$ cat config.mk
export PLATFORM = sky130hd
export DESIGN_NAME = hazard_scoreboard_flat
export DESIGN_NICKNAME = d
export VERILOG_FILES = /design/src/rtl/hazard_scoreboard_pkg.sv /design/src/rtl/hazard_scoreboard_if.sv /design/src/rtl/hazard_scoreboard_reg_scoreboard.sv /design/src/rtl/hazard_scoreboard.sv /design/src/flat_wrapper.sv
export SDC_FILE = /design/constraint.sdc
export NUM_CORES = 1
export LEC_CHECK = 0
export ABC_CLOCK_PERIOD_IN_PS = 7100
export CAP_MARGIN = 15
export CORE_ASPECT_RATIO = 0.6
export CORE_MARGIN = 8
export CORE_UTILIZATION = 41
export DETAILED_ROUTE_END_ITERATION = 8
export PLACE_DENSITY = 0.65
export RECOVER_POWER = 25
export SLEW_MARGIN = 30
export SYNTH_ARGS = -nofsm -noshare
export SYNTH_HDL_FRONTEND = slang
export SYNTH_SLANG_ARGS = --single-unit
$ cat constraint.sdc
create_clock -name i_clk -period 7.1 [get_ports i_clk]
set_clock_uncertainty 0.15 [all_clocks]
set_input_delay 1.42 -clock i_clk [delete_from_list [all_inputs] [get_ports i_clk]]
set_output_delay 1.42 -clock i_clk [all_outputs]
set_load 0.005 [all_outputs]
$ cat src/rtl/hazard_scoreboard_pkg.sv
// hazard_scoreboard_pkg: shared class/state encodings and default latencies for the ID hazard scoreboard
package hazard_scoreboard_pkg;
  localparam int DEF_NREG = 32;
  localparam int DEF_LOAD_LAT = 2;
  localparam int DEF_MD_LAT = 4;
  localparam int DEF_DRAIN = 3;
  localparam int DEF_CNT_W = 3;
  typedef enum logic [1:0] {CLS_NONE, CLS_ALU, CLS_LOAD, CLS_MD} cls_e;
  typedef enum logic [1:0] {HZ_RUN, HZ_DRAIN, HZ_HALTED} hz_state_e;
  function automatic int lat_of(cls_e c, int load_lat, int md_lat);
    return c == CLS_ALU ? 1 : c == CLS_LOAD ? load_lat : c == CLS_MD ? md_lat : 0;
  endfunction
endpackage

$ cat src/rtl/hazard_scoreboard_if.sv
// hazard_scoreboard_if: ID-stage instruction descriptor in, stall/flush/status out
interface hazard_scoreboard_if
  import hazard_scoreboard_pkg::*;
#(parameter int NREG = DEF_NREG);
  localparam int REG_W = $clog2(NREG);
  logic i_id_valid, i_id_use_rs, i_id_use_rt, i_id_src_in_id, i_id_wr_en;
  logic i_id_is_halt, i_id_branch_taken, i_id_jump_taken;
  logic [REG_W-1:0] i_id_rs, i_id_rt, i_id_rd;
  cls_e i_id_class;
  logic o_stall, o_flush_id_ex, o_flush_if_id, o_md_busy, o_draining, o_halted;
  modport master (
    output i_id_valid, i_id_use_rs, i_id_use_rt, i_id_src_in_id, i_id_wr_en, i_id_is_halt,
           i_id_branch_taken, i_id_jump_taken, i_id_rs, i_id_rt, i_id_rd, i_id_class,
    input  o_stall, o_flush_id_ex, o_flush_if_id, o_md_busy, o_draining, o_halted
  );
  modport slave (
    input  i_id_valid, i_id_use_rs, i_id_use_rt, i_id_src_in_id, i_id_wr_en, i_id_is_halt,
           i_id_branch_taken, i_id_jump_taken, i_id_rs, i_id_rt, i_id_rd, i_id_class,
    output o_stall, o_flush_id_ex, o_flush_if_id, o_md_busy, o_draining, o_halted
  );
endinterface

$ cat src/rtl/hazard_scoreboard_reg_scoreboard.sv
// reg_scoreboard: per-register in-flight countdown array with one write port and three read ports
module reg_scoreboard #(
  parameter int NREG = 32,
  parameter int CNT_W = 3
) (
  input  logic                     clk,
  input  logic                     rst,
  input  logic                     we_i,
  input  logic [$clog2(NREG)-1:0]  widx_i,
  input  logic [CNT_W-1:0]         wval_i,
  input  logic [$clog2(NREG)-1:0]  ra_i,
  input  logic [$clog2(NREG)-1:0]  rb_i,
  input  logic [$clog2(NREG)-1:0]  rc_i,
  output logic [CNT_W-1:0]         da_o,
  output logic [CNT_W-1:0]         db_o,
  output logic [CNT_W-1:0]         dc_o,
  output logic                     all_zero_o
);
  localparam int REG_W = $clog2(NREG);
  logic [NREG-1:0][CNT_W-1:0] cnt_q;
  always_ff @(posedge clk)
    for (int r = 0; r < NREG; r++)
      cnt_q[r] <= rst ? '0 : (we_i && widx_i == REG_W'(r)) ? wval_i : cnt_q[r] - CNT_W'(cnt_q[r] != '0);
  always_comb begin
    da_o = cnt_q[ra_i];
    db_o = cnt_q[rb_i];
    dc_o = cnt_q[rc_i];
    all_zero_o = cnt_q == '0;
  end
endmodule

$ cat src/rtl/hazard_scoreboard.sv
// hazard_scoreboard: ID-stage RAW/WAW/MD-structural stall, flush generation and HALT drain sequencing
module hazard_scoreboard
  import hazard_scoreboard_pkg::*;
#(
  parameter int NREG = DEF_NREG,
  parameter int LOAD_LAT = DEF_LOAD_LAT,
  parameter int MD_LAT = DEF_MD_LAT,
  parameter int DRAIN = DEF_DRAIN,
  parameter int CNT_W = DEF_CNT_W
) (
  input logic i_clk,
  input logic i_rst,
  hazard_scoreboard_if.slave hz
);
  localparam int DR_W = $clog2(DRAIN + 1);
  logic [CNT_W-1:0] cnt_rs, cnt_rt, cnt_rd, lat, md_cnt_q, md_cnt_d;
  logic [DR_W-1:0] drain_q;
  hz_state_e state_q;
  logic all_zero, use_rs, use_rt, raw_ex, raw_id, waw, md_struct, hazard, stall, issue, taken, we;
  reg_scoreboard #(.NREG(NREG), .CNT_W(CNT_W)) u_sb (
    .clk(i_clk), .rst(i_rst), .we_i(we), .widx_i(hz.i_id_rd), .wval_i(lat),
    .ra_i(hz.i_id_rs), .rb_i(hz.i_id_rt), .rc_i(hz.i_id_rd),
    .da_o(cnt_rs), .db_o(cnt_rt), .dc_o(cnt_rd), .all_zero_o(all_zero)
  );
  always_comb begin
    lat = CNT_W'(lat_of(hz.i_id_class, LOAD_LAT, MD_LAT));
    use_rs = hz.i_id_use_rs && hz.i_id_rs != '0;
    use_rt = hz.i_id_use_rt && hz.i_id_rt != '0;
    raw_ex = (use_rs && cnt_rs > CNT_W'(1)) || (use_rt && cnt_rt > CNT_W'(1));
    raw_id = hz.i_id_src_in_id && ((use_rs && cnt_rs != '0) || (use_rt && cnt_rt != '0));
    waw = hz.i_id_wr_en && hz.i_id_rd != '0 && cnt_rd > lat;
    md_struct = hz.i_id_class == CLS_MD && md_cnt_q != '0;
    hazard = hz.i_id_valid && (raw_ex || raw_id || waw || md_struct);
    stall = hazard || state_q != HZ_RUN;
    issue = hz.i_id_valid && !stall;
    taken = hz.i_id_branch_taken || hz.i_id_jump_taken;
    we = issue && hz.i_id_wr_en && hz.i_id_rd != '0;
    md_cnt_d = (issue && hz.i_id_class == CLS_MD) ? CNT_W'(MD_LAT - 1) : md_cnt_q - CNT_W'(md_cnt_q != '0);
    hz.o_stall = stall;
    hz.o_flush_id_ex = hazard && state_q == HZ_RUN;
    hz.o_flush_if_id = taken && !stall;
    hz.o_md_busy = md_cnt_q != '0;
    hz.o_draining = state_q == HZ_DRAIN;
    hz.o_halted = state_q == HZ_HALTED;
  end
  // a HALT sharing the cycle with a taken branch/jump is on the wrong path and is dropped
  always_ff @(posedge i_clk)
    if (i_rst) begin
      state_q <= HZ_RUN;
      drain_q <= '0;
      md_cnt_q <= '0;
    end else begin
      md_cnt_q <= md_cnt_d;
      if (state_q == HZ_RUN && issue && hz.i_id_is_halt && !taken) begin
        state_q <= HZ_DRAIN;
        drain_q <= DR_W'(DRAIN);
      end else if (state_q == HZ_DRAIN) begin
        drain_q <= drain_q - DR_W'(drain_q != '0);
        if (drain_q == '0 && all_zero && md_cnt_q == '0) state_q <= HZ_HALTED;
      end
    end
endmodule

$ cat src/flat_wrapper.sv
// flat-port wrapper written by rule: the top's interface ports become plain ports
module hazard_scoreboard_flat import hazard_scoreboard_pkg::*;
#(
  parameter int NREG = DEF_NREG,
  parameter int LOAD_LAT = DEF_LOAD_LAT,
  parameter int MD_LAT = DEF_MD_LAT,
  parameter int DRAIN = DEF_DRAIN,
  parameter int CNT_W = DEF_CNT_W
)
  (i_clk, i_rst, hz_i_id_valid, hz_i_id_use_rs, hz_i_id_use_rt, hz_i_id_src_in_id, hz_i_id_wr_en, hz_i_id_is_halt, hz_i_id_branch_taken, hz_i_id_jump_taken, hz_i_id_rs, hz_i_id_rt, hz_i_id_rd, hz_i_id_class, hz_o_stall, hz_o_flush_id_ex, hz_o_flush_if_id, hz_o_md_busy, hz_o_draining, hz_o_halted);
  hazard_scoreboard_if #(.NREG(NREG)) hz_i ();
  input logic i_clk;
  input logic i_rst;
  input wire logic [$bits(hz_i.i_id_valid)-1:0] hz_i_id_valid;
  input wire logic [$bits(hz_i.i_id_use_rs)-1:0] hz_i_id_use_rs;
  input wire logic [$bits(hz_i.i_id_use_rt)-1:0] hz_i_id_use_rt;
  input wire logic [$bits(hz_i.i_id_src_in_id)-1:0] hz_i_id_src_in_id;
  input wire logic [$bits(hz_i.i_id_wr_en)-1:0] hz_i_id_wr_en;
  input wire logic [$bits(hz_i.i_id_is_halt)-1:0] hz_i_id_is_halt;
  input wire logic [$bits(hz_i.i_id_branch_taken)-1:0] hz_i_id_branch_taken;
  input wire logic [$bits(hz_i.i_id_jump_taken)-1:0] hz_i_id_jump_taken;
  input wire logic [$bits(hz_i.i_id_rs)-1:0] hz_i_id_rs;
  input wire logic [$bits(hz_i.i_id_rt)-1:0] hz_i_id_rt;
  input wire logic [$bits(hz_i.i_id_rd)-1:0] hz_i_id_rd;
  input wire logic [$bits(hz_i.i_id_class)-1:0] hz_i_id_class;
  output wire logic [$bits(hz_i.o_stall)-1:0] hz_o_stall;
  output wire logic [$bits(hz_i.o_flush_id_ex)-1:0] hz_o_flush_id_ex;
  output wire logic [$bits(hz_i.o_flush_if_id)-1:0] hz_o_flush_if_id;
  output wire logic [$bits(hz_i.o_md_busy)-1:0] hz_o_md_busy;
  output wire logic [$bits(hz_i.o_draining)-1:0] hz_o_draining;
  output wire logic [$bits(hz_i.o_halted)-1:0] hz_o_halted;
  assign hz_i.i_id_valid = hz_i_id_valid;
  assign hz_i.i_id_use_rs = hz_i_id_use_rs;
  assign hz_i.i_id_use_rt = hz_i_id_use_rt;
  assign hz_i.i_id_src_in_id = hz_i_id_src_in_id;
  assign hz_i.i_id_wr_en = hz_i_id_wr_en;
  assign hz_i.i_id_is_halt = hz_i_id_is_halt;
  assign hz_i.i_id_branch_taken = hz_i_id_branch_taken;
  assign hz_i.i_id_jump_taken = hz_i_id_jump_taken;
  assign hz_i.i_id_rs = hz_i_id_rs;
  assign hz_i.i_id_rt = hz_i_id_rt;
  assign hz_i.i_id_rd = hz_i_id_rd;
  assign hz_i.i_id_class = hz_i_id_class;
  assign hz_o_stall = hz_i.o_stall;
  assign hz_o_flush_id_ex = hz_i.o_flush_id_ex;
  assign hz_o_flush_if_id = hz_i.o_flush_if_id;
  assign hz_o_md_busy = hz_i.o_md_busy;
  assign hz_o_draining = hz_i.o_draining;
  assign hz_o_halted = hz_i.o_halted;
  hazard_scoreboard #(.NREG(NREG), .LOAD_LAT(LOAD_LAT), .MD_LAT(MD_LAT), .DRAIN(DRAIN), .CNT_W(CNT_W)) u_core (.i_clk(i_clk), .i_rst(i_rst), .hz(hz_i));
endmodule
Word level (Yosys, flattened, before mapping):

Cells that the tools add are included.

* flip-flop bits (word level): 103
* input port bits: 27
* output and inout port bits: 6
* word-level logic and storage cells: 274

* add/sub/neg operators: 34
* order comparisons: 6
* eq/ne operators: 36
* multiplexer cells: 47
* reduce and logical (&&, ||, !) cells: 114

Operator list (count)
* 3-bit two-way mux: 38
* 3-bit nonzero test: 35
* 3-bit by 1-bit subtractor with 3-bit output: 33
* 96-bit logical NOT: 1
* 5-bit equality test, second input constant: 16
* 1-bit logical AND: 54
* 3-bit binary-select mux with 5-bit select: 3
* 5-bit by 4-bit equality test with 1-bit output, second input constant: 8
* 5-bit by 3-bit equality test with 1-bit output, second input constant: 4
* 5-bit by 6-bit less-than comparator with 1-bit output, second input constant: 3
* 5-bit nonzero test: 3
* 5-bit by 2-bit equality test with 1-bit output, second input constant: 2
* 2-bit nonzero test: 4
* 1-bit logical OR: 7
* 2-bit equality test, second input constant: 3
* 3-bit by 1-bit > comparator with 1-bit output, second input constant: 2
* 2-bit two-way mux: 3
* 5-bit by 1-bit equality test with 1-bit output, second input constant: 1
* 5-bit logical NOT: 1
* 2-bit by 1-bit equality test with 1-bit output, second input constant: 2
* 2-bit logical NOT: 2
* 2-bit AND reduction: 2
* 2-bit OR reduction: 2
* 3-bit > comparator: 1
* other kinds (4): 7

Longest topological paths before layout:

* word-level depth: 18
* gate-level depth with buffers: 14
* mapped depth without buffers: 11

Modules after synthesis:

Synthesis repeated with hierarchy kept, for this count alone.

* cell total of the unflattened synthesis: 748
* area, all modules: 7712.4 um2

Modules (own cells, without submodules)
* reg_scoreboard: times used 1, cells each 678, area each 7159.4 um2, sequential area each 1921.8 um2
* hazard_scoreboard: times used 1, cells each 70, area each 553.0 um2, sequential area each 140.1 um2

Worst setup path after synthesis:

OpenSTA, ideal clock, no wires.

* path type: input to output
* start point: input port hz_i_id_rd[0]
* end point: output port hz_o_flush_if_id
* arrival time: 4786 ps
* data required time: 5530 ps
* slack: 744 ps
* stages on the path: 12
* buffers on the path: 2
* path through: buf_1 > mux4_2 > mux4_2 > mux2_2 > ha_1 > a21o_1 > a21oi_1 > o22ai_1 > a21oi_4 > buf_6 > nand3_4 > a2111oi_4

* cells in the longest elaborated chain, start to end: 10

Ends and longest elaborated chain
* start: declaration: line flat_wrapper.sv:24 `input wire logic [$bits(hz_i.i_id_rd)-1:0] hz_i_id_rd;`
* 3-bit binary-select mux with 5-bit select: line hazard_scoreboard_reg_scoreboard.sv:27 `dc_o = cnt_q[rc_i];`
* 3-bit two-way mux (implied by the code): line hazard_scoreboard_reg_scoreboard.sv:27
* 3-bit > comparator: line hazard_scoreboard.sv:31 `waw = hz.i_id_wr_en && hz.i_id_rd != '0 && cnt_rd > lat;`
* 1-bit logical AND *: line hazard_scoreboard.sv:31
* 1-bit logical OR * (2 in a row): line hazard_scoreboard.sv:33 `hazard = hz.i_id_valid && (raw_ex || raw_id || waw || md_struct);`
* 1-bit logical AND *: line hazard_scoreboard.sv:33
* 1-bit logical OR *: line hazard_scoreboard.sv:34 `stall = hazard || state_q != HZ_RUN;`
* 1-bit logical NOT *: line hazard_scoreboard.sv:41 `hz.o_flush_if_id = taken && !stall;`
* 1-bit logical AND *: line hazard_scoreboard.sv:41
* end: declaration: line flat_wrapper.sv:28 `output wire logic [$bits(hz_i.o_flush_if_id)-1:0] hz_o_flush_if_id;`

Mark *: on every way between the ends. The rest lies on a longest branch, timed or not. The select of a mux whose other input is x is not followed.

Worst setup path in the final report:

* start point: input port hz_i_id_rd[1]
* end point: output port hz_o_flush_if_id

The elaborated chain is that of the path after synthesis.

==> qor.yml <==
setup_path:
  worstPathRequired_ns: 5.53
  path_buf_inv: 3
  reg2reg_from: "u_core.u_sb.cnt_q[46]"
  critPathKind: "primary input to output port"
  startpoint_type: "primary input"
  reg2reg_to: "u_core.u_sb.cnt_q[87]"
  r2r_slack_ns: 2.74
  crit_family: "buffers and inverters"
  cp-end-kind: "output port"
  crit_chain: "clkdlybuf4s50_1, buf_12, mux4_2, mux4_2, mux2_2, ha_1, a21o_1, a21oi_1, o22ai_1, a21oi_4, nand3_4, a2111oi_4, clkdlybuf4s50_1"
  slowest_stage: "clkdlybuf4s50_1"
  reg2reg_depth: 11
  cp_max_fo: 30
  max_stage_delay_ns: 0.56
  cp.arrival_ns: 5.39
worst_hold_path:
  min_path_cells: 2
  hp-class: "flop to flop"
  hp-start: "u_core.drain_q[1]"
  min_to: "u_core.drain_q[1]"
power:
  peakVddDrop_mv: 0.171
  p_leak_uw: 0.00377
  power_density_mw_per_mm2: 382
cts:
  cts_repair_resize_count: 0
  ctsHtreeMaxLevel: 3
  hold_buffers: 0
  clockRootBuffer: "clkbuf_16"
  clockBufferDepth: 2
  cts.sinks: 103
  cts_tree: "built"
  path_clk_slew_ns: 0.06
  insertion_delay_ns: 0.36
  cts_made_buffers: 9
  cts_setup_buffers: 0
timing:
  timing.setup.tns_ns: 0
  finalSetupViolations: 0
  min_period_ns: 6.96
  post-route-period-util: 0.980
  hold_viol: 0
  rsz0062_at_grt: "false"
  max_freq_mhz: 144
  slew_viol_final: 145
  setup_ws_ns: 0.142
  slew_headroom: -0.829
  tightest_slew_ns: 2.74
placed_design:
  place_area_mm2: 0.00922
  io_buffers: 32
  hpwl_um: 19900
  dpl_worst_slack_ns: 0.216
  place_congestion: 0.973
drt:
  ant_nets: 0
  drt_iter0_drc: 785
  dr_total_vias: 6772
  routed_wl_um: 26300
  drc: 0
  viasPerCell: 5.87
  dr.pass1.iters: 5
  wire_per_inst_um: 22.8
finish:
  nets: 968
  num-fill-cells: 1974
  drive_gt1_frac: 0.239
  antennaDiodeCount: 0
  utilization: 0.450
  area_delta_synth_final_pct: 8.25
  final_area_mm2: 0.00942
synth:
  yosys-top-cells-area: "dfxtp_1, mux4_2, mux2_4"
  synth-seq-cells: 103
  syn_area_mm2: 0.00871
  synth_area_per_cell_um2: 10.0
  post-synth-top-count-cell: "nor2_1"
  synth_common_cells: "nor2_1, dfxtp_1, inv_1"
  ys_warn_count: 0
  ys_seq_area_frac: 0.237
  synthCells: 870
  async_reset_ff_frac: 0
  postSynthNetCount: 966
  synth_edf_count: 0
  synthFlopType: "dfxtp_1"
  synth_top_area_cell: "dfxtp_1"
  synth.distinct_cells: 56
  synth_top_area_frac: 0.237
die:
  start_util: 0.416
  die_y_um: 129
  coreArea_mm2: 0.0209
  boundaryPins: 33
  die_area_mm2: 0.0263
  die_w_um: 204
  num_rows: 41
run:
  drv_cap: 3
global_routing:
  grt-ovfl-total: 0
  grt_start_max_net_pins: 60
  grt_pass1_wl_um: 40000
  grt_pass1_vias: 6308
  antenna_found_initial: 0
  grt.total_usage: 0.201
run_status:
  violations: "max-capacitance violations, max-slew violations"
  status: "finished with violations"
==> how the worst max path moves through the flow <==
stage	from	endpoint	slack (ns)	cells after the start
floorplan	hz_i_id_rd[0]	hz_o_flush_if_id	0.74	12
global placement	hz_i_id_rd[1]	hz_o_flush_if_id	0.27	13
detailed placement	hz_i_id_rd[1]	hz_o_flush_if_id	0.22	13
CTS	hz_i_id_rd[1]	hz_o_flush_if_id	0.18	13
global route	hz_i_id_rd[1]	hz_o_flush_if_id	0.009	13
finish	hz_i_id_rd[1]	hz_o_flush_if_id	0.14	13
==> area by class of cell <==
| class | instances | area (um2) | share of cell area |
|---|---|---|---|
| well taps | 279 | 349 | 0.0370 |
| clock buffers | 13 | 260 | 0.0276 |
| flip-flops and latches | 103 | 2060 | 0.219 |
| repair buffers | 50 | 454 | 0.0482 |
| multi-input cells | 635 | 6020 | 0.639 |
| inverters | 73 | 274 | 0.0291 |
| clock inverters | 1 | 5.00 | 0.000531 |
==> cells in the final DEF, fill, tap and decap left out, drive strengths merged, types with 4 or more instances in the layout <==
cell | Yosys | routed
clkdlybuf4s50 | 0 | 26
o22ai | 6 | 6
clkbuf | 32 | 19
nor4 | 9 | 9
mux2 | 96 | 96
nor3b | 4 | 4
nand4 | 30 | 30
nor3 | 38 | 38
ha | 69 | 69
mux2i | 11 | 11
nand2b | 10 | 10
mux4 | 50 | 50
nand2 | 45 | 45
nand3 | 9 | 9
dlygate4sd3 | 0 | 4
a211o | 4 | 4
inv | 73 | 73
a211oi | 8 | 8
buf | 27 | 14
o21ai | 7 | 7
xnor2 | 33 | 33
nor2 | 145 | 145
a2111oi | 4 | 4
nor2b | 7 | 7
dfxtp | 103 | 103
a21oi | 13 | 13
or3 | 6 | 6
a31oi | 5 | 5
==> kinds of logic (layout without fill, tap and decap cells) <==
| group | after synthesis | count (layout) | synth area share |
|---|---|---|---|
| XOR/XNOR | 33 | 33 | 0.0332 |
| AO/OA/AOI/OAI | 59 | 59 | 0.0510 |
| multiplexers | 157 | 157 | 0.292 |
| buffers and inverters | 132 | 137 | 0.0681 |
| AND/OR/NAND/NOR | 317 | 317 | 0.220 |
| flip-flops | 103 | 103 | 0.237 |
| adder cells (fa/ha/maj) | 69 | 69 | 0.0992 |
==> per-layer routing <==
metal / track usage / routed length (um)
met4: 0.0342 / 158
met2: 0.248 / 9530
met1: 0.308 / 12900
met5: 0.0319 / 92
met3: 0.0863 / 3610
==> flip-flops by register name, indices dropped and copies added, names as in the netlist <==
name               flops
u_core.drain_q         2
u_core.state_q         2
u_core.u_sb.cnt_q     96
u_core.md_cnt_q        3
==> tightest hold or removal path, stage by stage (launching register included) <==
cell and delay, ns:
dfxtp_1 0.33, nand2b_1 0.07, o21ai_0 0.06
==> per-stage QoR <==
step	hold slack (ns)	std cells	power, uW
2_1_floorplan	0.308	870	2600
3_3_place_gp	0.335	1140	3050
3_5_place_dp	0.342	1140	3090
4_1_cts	0.352	1154	3580
5_1_grt	0.399	1154	3880
6_report	0.355	1154	3600
==> report_power, final <==
part / leakage, uW / internal [uW] / switching [uW] / total, uW
registers: 0.000855 / 802 / 302 / 1100
logic: 0.00279 / 1050 / 977 / 2030
clock network: 0.000132 / 253 / 215 / 468
total: 0.00377 / 2100 / 1490 / 3600
(Power assumes the default switching activity.)
